### config.mk
export PLATFORM = sky130hd
export DESIGN_NAME = ledboard_frame_ctrl_flat
export DESIGN_NICKNAME = d
export VERILOG_FILES = /design/src/rtl/ledboard_frame_if.sv /design/src/rtl/ledboard_frame_ctrl.sv /design/src/flat_wrapper.sv
export SDC_FILE = /design/constraint.sdc
export NUM_CORES = 1
export LEC_CHECK = 0
export CAP_MARGIN = 0
export CORE_MARGIN = 2
export CORE_UTILIZATION = 25
export CTS_CLUSTER_DIAMETER = 60
export DETAILED_ROUTE_END_ITERATION = 8
export SETUP_SLACK_MARGIN = 0.05
export SLEW_MARGIN = 20
export SYNTH_ARGS = -nofsm -noshare
export SYNTH_HDL_FRONTEND = slang
export SYNTH_SLANG_ARGS = --single-unit
### constraint.sdc
create_clock -name clk -period 3 [get_ports clk]
set_input_delay 0.3 -clock clk [delete_from_list [all_inputs] [get_ports clk]]
set_output_delay 0.3 -clock clk [all_outputs]
set_load 0.02 [all_outputs]
### src/rtl/ledboard_frame_if.sv
// LED-board frame controller bus: FIFO read side plus board pins.
// master = frame controller, slave = FIFO/board environment.
interface ledboard_frame_if;
  logic       start;
  logic       fifo_empty;
  logic [7:0] fifo_data;
  logic       fifo_rd_en;
  logic       led_sclk;
  logic       led_sdata;
  logic       led_latch;
  logic       busy;
  logic       frame_done;
  logic       underrun;

  modport master (
    input  start,
    input  fifo_empty,
    input  fifo_data,
    output fifo_rd_en,
    output led_sclk,
    output led_sdata,
    output led_latch,
    output busy,
    output frame_done,
    output underrun
  );

  modport slave (
    output start,
    output fifo_empty,
    output fifo_data,
    input  fifo_rd_en,
    input  led_sclk,
    input  led_sdata,
    input  led_latch,
    input  busy,
    input  frame_done,
    input  underrun
  );
endinterface

### src/rtl/ledboard_frame_ctrl.sv
// Pops a frame from the LED-board FWFT FIFO, shifts it out MSB-first,
// then pulses the board latch and holds an inter-frame gap.
module ledboard_frame_ctrl #(
  parameter int FRAME_BYTES  = 66,
  parameter int CLK_DIV      = 4,
  parameter int LATCH_CYCLES = 8,
  parameter int GAP_CYCLES   = 16
) (
  input  logic              clk,
  input  logic              rst,
  ledboard_frame_if.master  bus
);

  localparam int BW = $clog2(FRAME_BYTES + 1);
  localparam int DW = $clog2(CLK_DIV + 1);
  localparam int WMAX =
    (LATCH_CYCLES > GAP_CYCLES) ? LATCH_CYCLES : GAP_CYCLES;
  localparam int WW = $clog2(WMAX + 1);

  localparam logic [2:0] S_IDLE  = 3'd0;
  localparam logic [2:0] S_LOAD  = 3'd1;
  localparam logic [2:0] S_SHIFT = 3'd2;
  localparam logic [2:0] S_LATCH = 3'd3;
  localparam logic [2:0] S_GAP   = 3'd4;

  localparam logic [BW-1:0] LAST_BYTE  = BW'(FRAME_BYTES - 1);
  localparam logic [DW-1:0] DIV_LAST   = DW'(CLK_DIV - 1);
  localparam logic [WW-1:0] LATCH_LAST = WW'(LATCH_CYCLES - 1);
  localparam logic [WW-1:0] GAP_LAST   = WW'(GAP_CYCLES - 1);

  logic [2:0]    state;
  logic [BW-1:0] byte_cnt;
  logic [2:0]    bit_cnt;
  logic [DW-1:0] div_cnt;
  logic [WW-1:0] wait_cnt;
  logic [7:0]    shift_reg;
  logic          sclk_q;
  logic          latch_q;
  logic          busy_q;
  logic          done_q;
  logic          underrun_q;

  assign bus.fifo_rd_en = (state == S_LOAD) && !bus.fifo_empty;
  // Data pin is the shift register MSB; it is zero outside a byte.
  assign bus.led_sdata  = shift_reg[7];
  assign bus.led_sclk   = sclk_q;
  assign bus.led_latch  = latch_q;
  assign bus.busy       = busy_q;
  assign bus.frame_done = done_q;
  assign bus.underrun   = underrun_q;

  always_ff @(posedge clk) begin
    if (rst) begin
      state      <= S_IDLE;
      byte_cnt   <= '0;
      bit_cnt    <= '0;
      div_cnt    <= '0;
      wait_cnt   <= '0;
      shift_reg  <= '0;
      sclk_q     <= 1'b0;
      latch_q    <= 1'b0;
      busy_q     <= 1'b0;
      done_q     <= 1'b0;
      underrun_q <= 1'b0;
    end else begin
      done_q <= 1'b0;
      unique case (state)
        S_IDLE: begin
          if (bus.start) begin
            state      <= S_LOAD;
            busy_q     <= 1'b1;
            underrun_q <= 1'b0;
            byte_cnt   <= '0;
          end
        end
        S_LOAD: begin
          if (!bus.fifo_empty) begin
            shift_reg <= bus.fifo_data;
            bit_cnt   <= '0;
            div_cnt   <= '0;
            state     <= S_SHIFT;
          end else begin
            underrun_q <= 1'b1;
          end
        end
        S_SHIFT: begin
          if (div_cnt != DIV_LAST) begin
            div_cnt <= div_cnt + DW'(1);
          end else begin
            div_cnt <= '0;
            if (!sclk_q) begin
              sclk_q <= 1'b1;
            end else begin
              // Falling sclk edge: advance data while clock goes low.
              sclk_q    <= 1'b0;
              shift_reg <= {shift_reg[6:0], 1'b0};
              if (bit_cnt != 3'd7) begin
                bit_cnt <= bit_cnt + 3'd1;
              end else if (byte_cnt == LAST_BYTE) begin
                state    <= S_LATCH;
                latch_q  <= 1'b1;
                wait_cnt <= '0;
              end else begin
                byte_cnt <= byte_cnt + BW'(1);
                state    <= S_LOAD;
              end
            end
          end
        end
        S_LATCH: begin
          if (wait_cnt != LATCH_LAST) begin
            wait_cnt <= wait_cnt + WW'(1);
          end else begin
            latch_q  <= 1'b0;
            wait_cnt <= '0;
            state    <= S_GAP;
            done_q   <= (GAP_CYCLES == 1);
          end
        end
        S_GAP: begin
          if (wait_cnt != GAP_LAST) begin
            wait_cnt <= wait_cnt + WW'(1);
            done_q   <= (wait_cnt + WW'(1) == GAP_LAST);
          end else begin
            state  <= S_IDLE;
            busy_q <= 1'b0;
          end
        end
        default: state <= S_IDLE;
      endcase
    end
  end

endmodule

### src/flat_wrapper.sv
// flat-port wrapper written by rule: the top's interface ports become plain ports
module ledboard_frame_ctrl_flat 
#(
  parameter int FRAME_BYTES  = 66,
  parameter int CLK_DIV      = 4,
  parameter int LATCH_CYCLES = 8,
  parameter int GAP_CYCLES   = 16
)
  (clk, rst, bus_start, bus_fifo_empty, bus_fifo_data, bus_fifo_rd_en, bus_led_sclk, bus_led_sdata, bus_led_latch, bus_busy, bus_frame_done, bus_underrun);
  ledboard_frame_if bus_i ();
  input  logic clk;
  input  logic rst;
  input wire logic [$bits(bus_i.start)-1:0] bus_start;
  input wire logic [$bits(bus_i.fifo_empty)-1:0] bus_fifo_empty;
  input wire logic [$bits(bus_i.fifo_data)-1:0] bus_fifo_data;
  output wire logic [$bits(bus_i.fifo_rd_en)-1:0] bus_fifo_rd_en;
  output wire logic [$bits(bus_i.led_sclk)-1:0] bus_led_sclk;
  output wire logic [$bits(bus_i.led_sdata)-1:0] bus_led_sdata;
  output wire logic [$bits(bus_i.led_latch)-1:0] bus_led_latch;
  output wire logic [$bits(bus_i.busy)-1:0] bus_busy;
  output wire logic [$bits(bus_i.frame_done)-1:0] bus_frame_done;
  output wire logic [$bits(bus_i.underrun)-1:0] bus_underrun;
  assign bus_i.start = bus_start;
  assign bus_i.fifo_empty = bus_fifo_empty;
  assign bus_i.fifo_data = bus_fifo_data;
  assign bus_fifo_rd_en = bus_i.fifo_rd_en;
  assign bus_led_sclk = bus_i.led_sclk;
  assign bus_led_sdata = bus_i.led_sdata;
  assign bus_led_latch = bus_i.led_latch;
  assign bus_busy = bus_i.busy;
  assign bus_frame_done = bus_i.frame_done;
  assign bus_underrun = bus_i.underrun;
  ledboard_frame_ctrl #(.FRAME_BYTES(FRAME_BYTES), .CLK_DIV(CLK_DIV), .LATCH_CYCLES(LATCH_CYCLES), .GAP_CYCLES(GAP_CYCLES)) u_core (.clk(clk), .rst(rst), .bus(bus_i));
endmodule
==> metrics.cfg <==
[sta]
finalClockSkew_ps = 5.55
finalSetupViolCount = 0
relSlewSlack = 0.482
fin_crit_sh = 0.776
tns_ps = 0
worst_pin_slew_ps = 772
hold_viol = 0
rsz0062_at_grt = false
worst_slack_ps = 671
period_needed_ps = 2330
slew_viol_final = 0
fmax_mhz = 429

[power_and_ir_drop]
ir_worst_vdd_uv = 146
p_seq_frac = 0.518
p_clk_frac = 0.330
p_sw_uw = 259
power.leakage_uw = 0.000808
intPower_uw = 698
pwr-share-comb = 0.152
p_sw_frac = 0.270
power_density_nw_per_um2 = 420

[place]
post_dp_cell_area_um2 = 2200
portBuffers = 18
dp_hpwl_mm = 2.90
place_ws_ps = 709
gp_congestion = 0.774

[layout]
largest_reg_flops = 8
drive_gt1_frac = 0.0813
final_common_cell = dfxtp_1
mostFrequentLayoutCells = 34 x dfxtp_1, 33 x nand2_1, 21 x nor2_1, 18 x clkdlybuf4s50_1, 16 x a21oi_1
areaGrowthSynthToFinish_pct = 18.4
nets = 266
final_area_um2 = 2270
antennaDiodeCount = 0

[clocking]
cts_hold_buf = 0
numCtsBuffers = 5
path_clk_slew_ps = 70
cts_root_buf = clkbuf_8
post_cts_buffers = 0
clk_latency_ps = 290
tritoncts = yes
clock_sinks = 34
cts_resized = 0
htree_levels = 2
clock_path_buffers = 2

[drt]
antenna_left = 0
routedWlPerCell_um = 12.2
dr.pass1.iters = 4
drt_iter0_drc = 74
via_per_inst = 4.97
top_layer = met4
drc = 0
wl_mm = 4.20
dr_wl_met2_mm = 1.83
m1WireLength_mm = 2.13
wl_met3_um = 169
vias = 1716

[synth]
yosys-top-cells-area = dfxtp_1 35%, nand2_1 6.4%, ha_1 5.2%
synth-seq-cells = 34
yosysTopAreaCellShare = 0.354
async_flop_share = 0
synth.distinct_cells = 52
ys_dominant_reg_cell = dfxtp_1
yosys_warnings = 0
netlist_area_um2 = 1920
syn-num-nets = 249
synth-edff-count = 0
synth_area_per_cell_um2 = 8.39
postSynthCellCount = 229
seq_area_frac_synth = 0.354
yosys.area.top_type = dfxtp_1

[floorplanning]
initial_core_util = 0.262
core_area_um2 = 7330
die_h_um = 91.7
die_w_um = 91.7
io_pins = 19
rows = 31
die_area_um2 = 8400

[setup_path]
critical_path_class = flop to output port
critPathMaxStageDelay_ps = 650
required_ps = 2700
rr_worst_depth = 7
worst_path_max_delay_cell = clkdlybuf4s50_1
arrival_ps = 2030
path_cells = inv_1 > nor4_1 > clkdlybuf4s50_1
r2r_slack_ps = 850
worst_setup_path_start_kind = flop
crit_fanout = 13
rr_endpoint = u_core.wait_cnt[4]$_SDFFE_PP0P_
r2r_start = u_core.wait_cnt[1]$_SDFFE_PP0P_
path_buf_inv = 2
path_delay_family = buffers and inverters
critPathCaptureType = output port

[flow_run]
maxCapViolations = 0

[min_path]
holdPathEnd = u_core.div_cnt[1]$_SDFFE_PP0P_
hold_class = flop to flop
holdCritStartpoint = u_core.div_cnt[1]$_SDFFE_PP0P_
hold_depth = 2

[global_route]
grt-ovfl-total = 0
grt_max_degree = 24
grt_usage = 0.108
grt_pass1_vias = 1621
antenna_found_initial = 0
grt_pass1_wl_mm = 7.44

[outcome]
status = completed

-- worst max path at each step --
| stage | depth (start not counted) | to | start | slack, ps |
|---|---|---|---|---|
| final | 3 | bus_fifo_rd_en | u_core.state[0]$_SDFFE_PP0P_ | 670 |
| after global routing | 3 | bus_fifo_rd_en | u_core.state[0]$_SDFFE_PP0P_ | 540 |
| after CTS | 3 | bus_fifo_rd_en | u_core.state[0]$_SDFFE_PP0P_ | 670 |
| after detailed placement | 5 | u_core.shift_reg[2]$_SDFFE_PP0P_ | bus_fifo_empty | 710 |
| after global placement | 5 | u_core.shift_reg[7]$_SDFFE_PP0P_ | bus_fifo_empty | 750 |
| after floorplan | 7 | u_core.wait_cnt[3]$_SDFFE_PP0P_ | u_core.wait_cnt[0]$_SDFFE_PP0P_ | 1070 |
-- cells in the mapped netlist (2+ instances only) --
cell type  number
a311oi_2        2
inv_1           8
a311oi_1        5
buf_2           3
nand4_1         3
mux2_2          2
a31oi_1         2
nor4b_1         2
or4_1           4
nand3b_1        3
a2bb2oi_1       2
dfxtp_1        34
nor2_1         21
o21ai_0         9
a32oi_1         2
nor2b_1         5
clkbuf_1        8
a21oi_1        16
o211a_1         3
xor2_1          2
nor4_1          2
ha_1            8
nand2b_1        3
and3_1          3
o2111a_1        2
nor3_1          6
o31ai_1         3
nand3_1         5
nand2_1        33
a21o_1          3
or3_1           3
a2111oi_0       2
-- layout make-up --
cell class,instances,area [um^2]
sequential,34,681
clock buffer,7,76.3
multi-input combinational,175,1150
fill,774,5060
timing repair buffer,22,210
tap,99,124
inverter,8,30.0
-- per-stage QoR --
step	hold slack (ps)	instances	power, uW	utilization
5_1_grt	504	345	1010	0.310
3_5_place_dp	464	338	651	0.300
6_report	467	345	956	0.310
3_3_place_gp	447	338	649	0.300
4_1_cts	474	345	973	0.310
2_1_floorplan	436	229	605	-
-- worst reg2reg max path: stages, from the launching register on --
cell and delay [ps]:
dfxtp_1 340, ha_1 270, and3_1 220, ha_1 230, nor4b_1 350, nor2_1 140
nand2_1 150, mux2_2 350
-- per-layer routing --
metal / global-route usage / up-vias
li1: - / 877
met1: 0.139 / 796
met2: 0.173 / 35
met3: 0.0279 / 8
met4: 0.0417 / 0
met5: 0 / -
-- cells by family after synthesis --
| group | synth area share |
|---|---|
| and+or+nand+nor | 0.280 |
| AOI/OAI and AO/OA | 0.243 |
| DFF | 0.354 |
| buffers and inverters | 0.0449 |
| adders and majority gates | 0.0521 |
| xor gates and xnor gates | 0.0137 |
| muxes | 0.0117 |
-- power by group through the flow --
stage          logic, uW  clock network, uW  registers [uW]
2_1_floorplan        108                  0             497
3_3_place_gp         145                  0             504
3_5_place_dp         146                  0             504
4_1_cts              146                332             494
5_1_grt              165                352             498
6_report             145                316             495
Power figures use the tool's default switching activity.
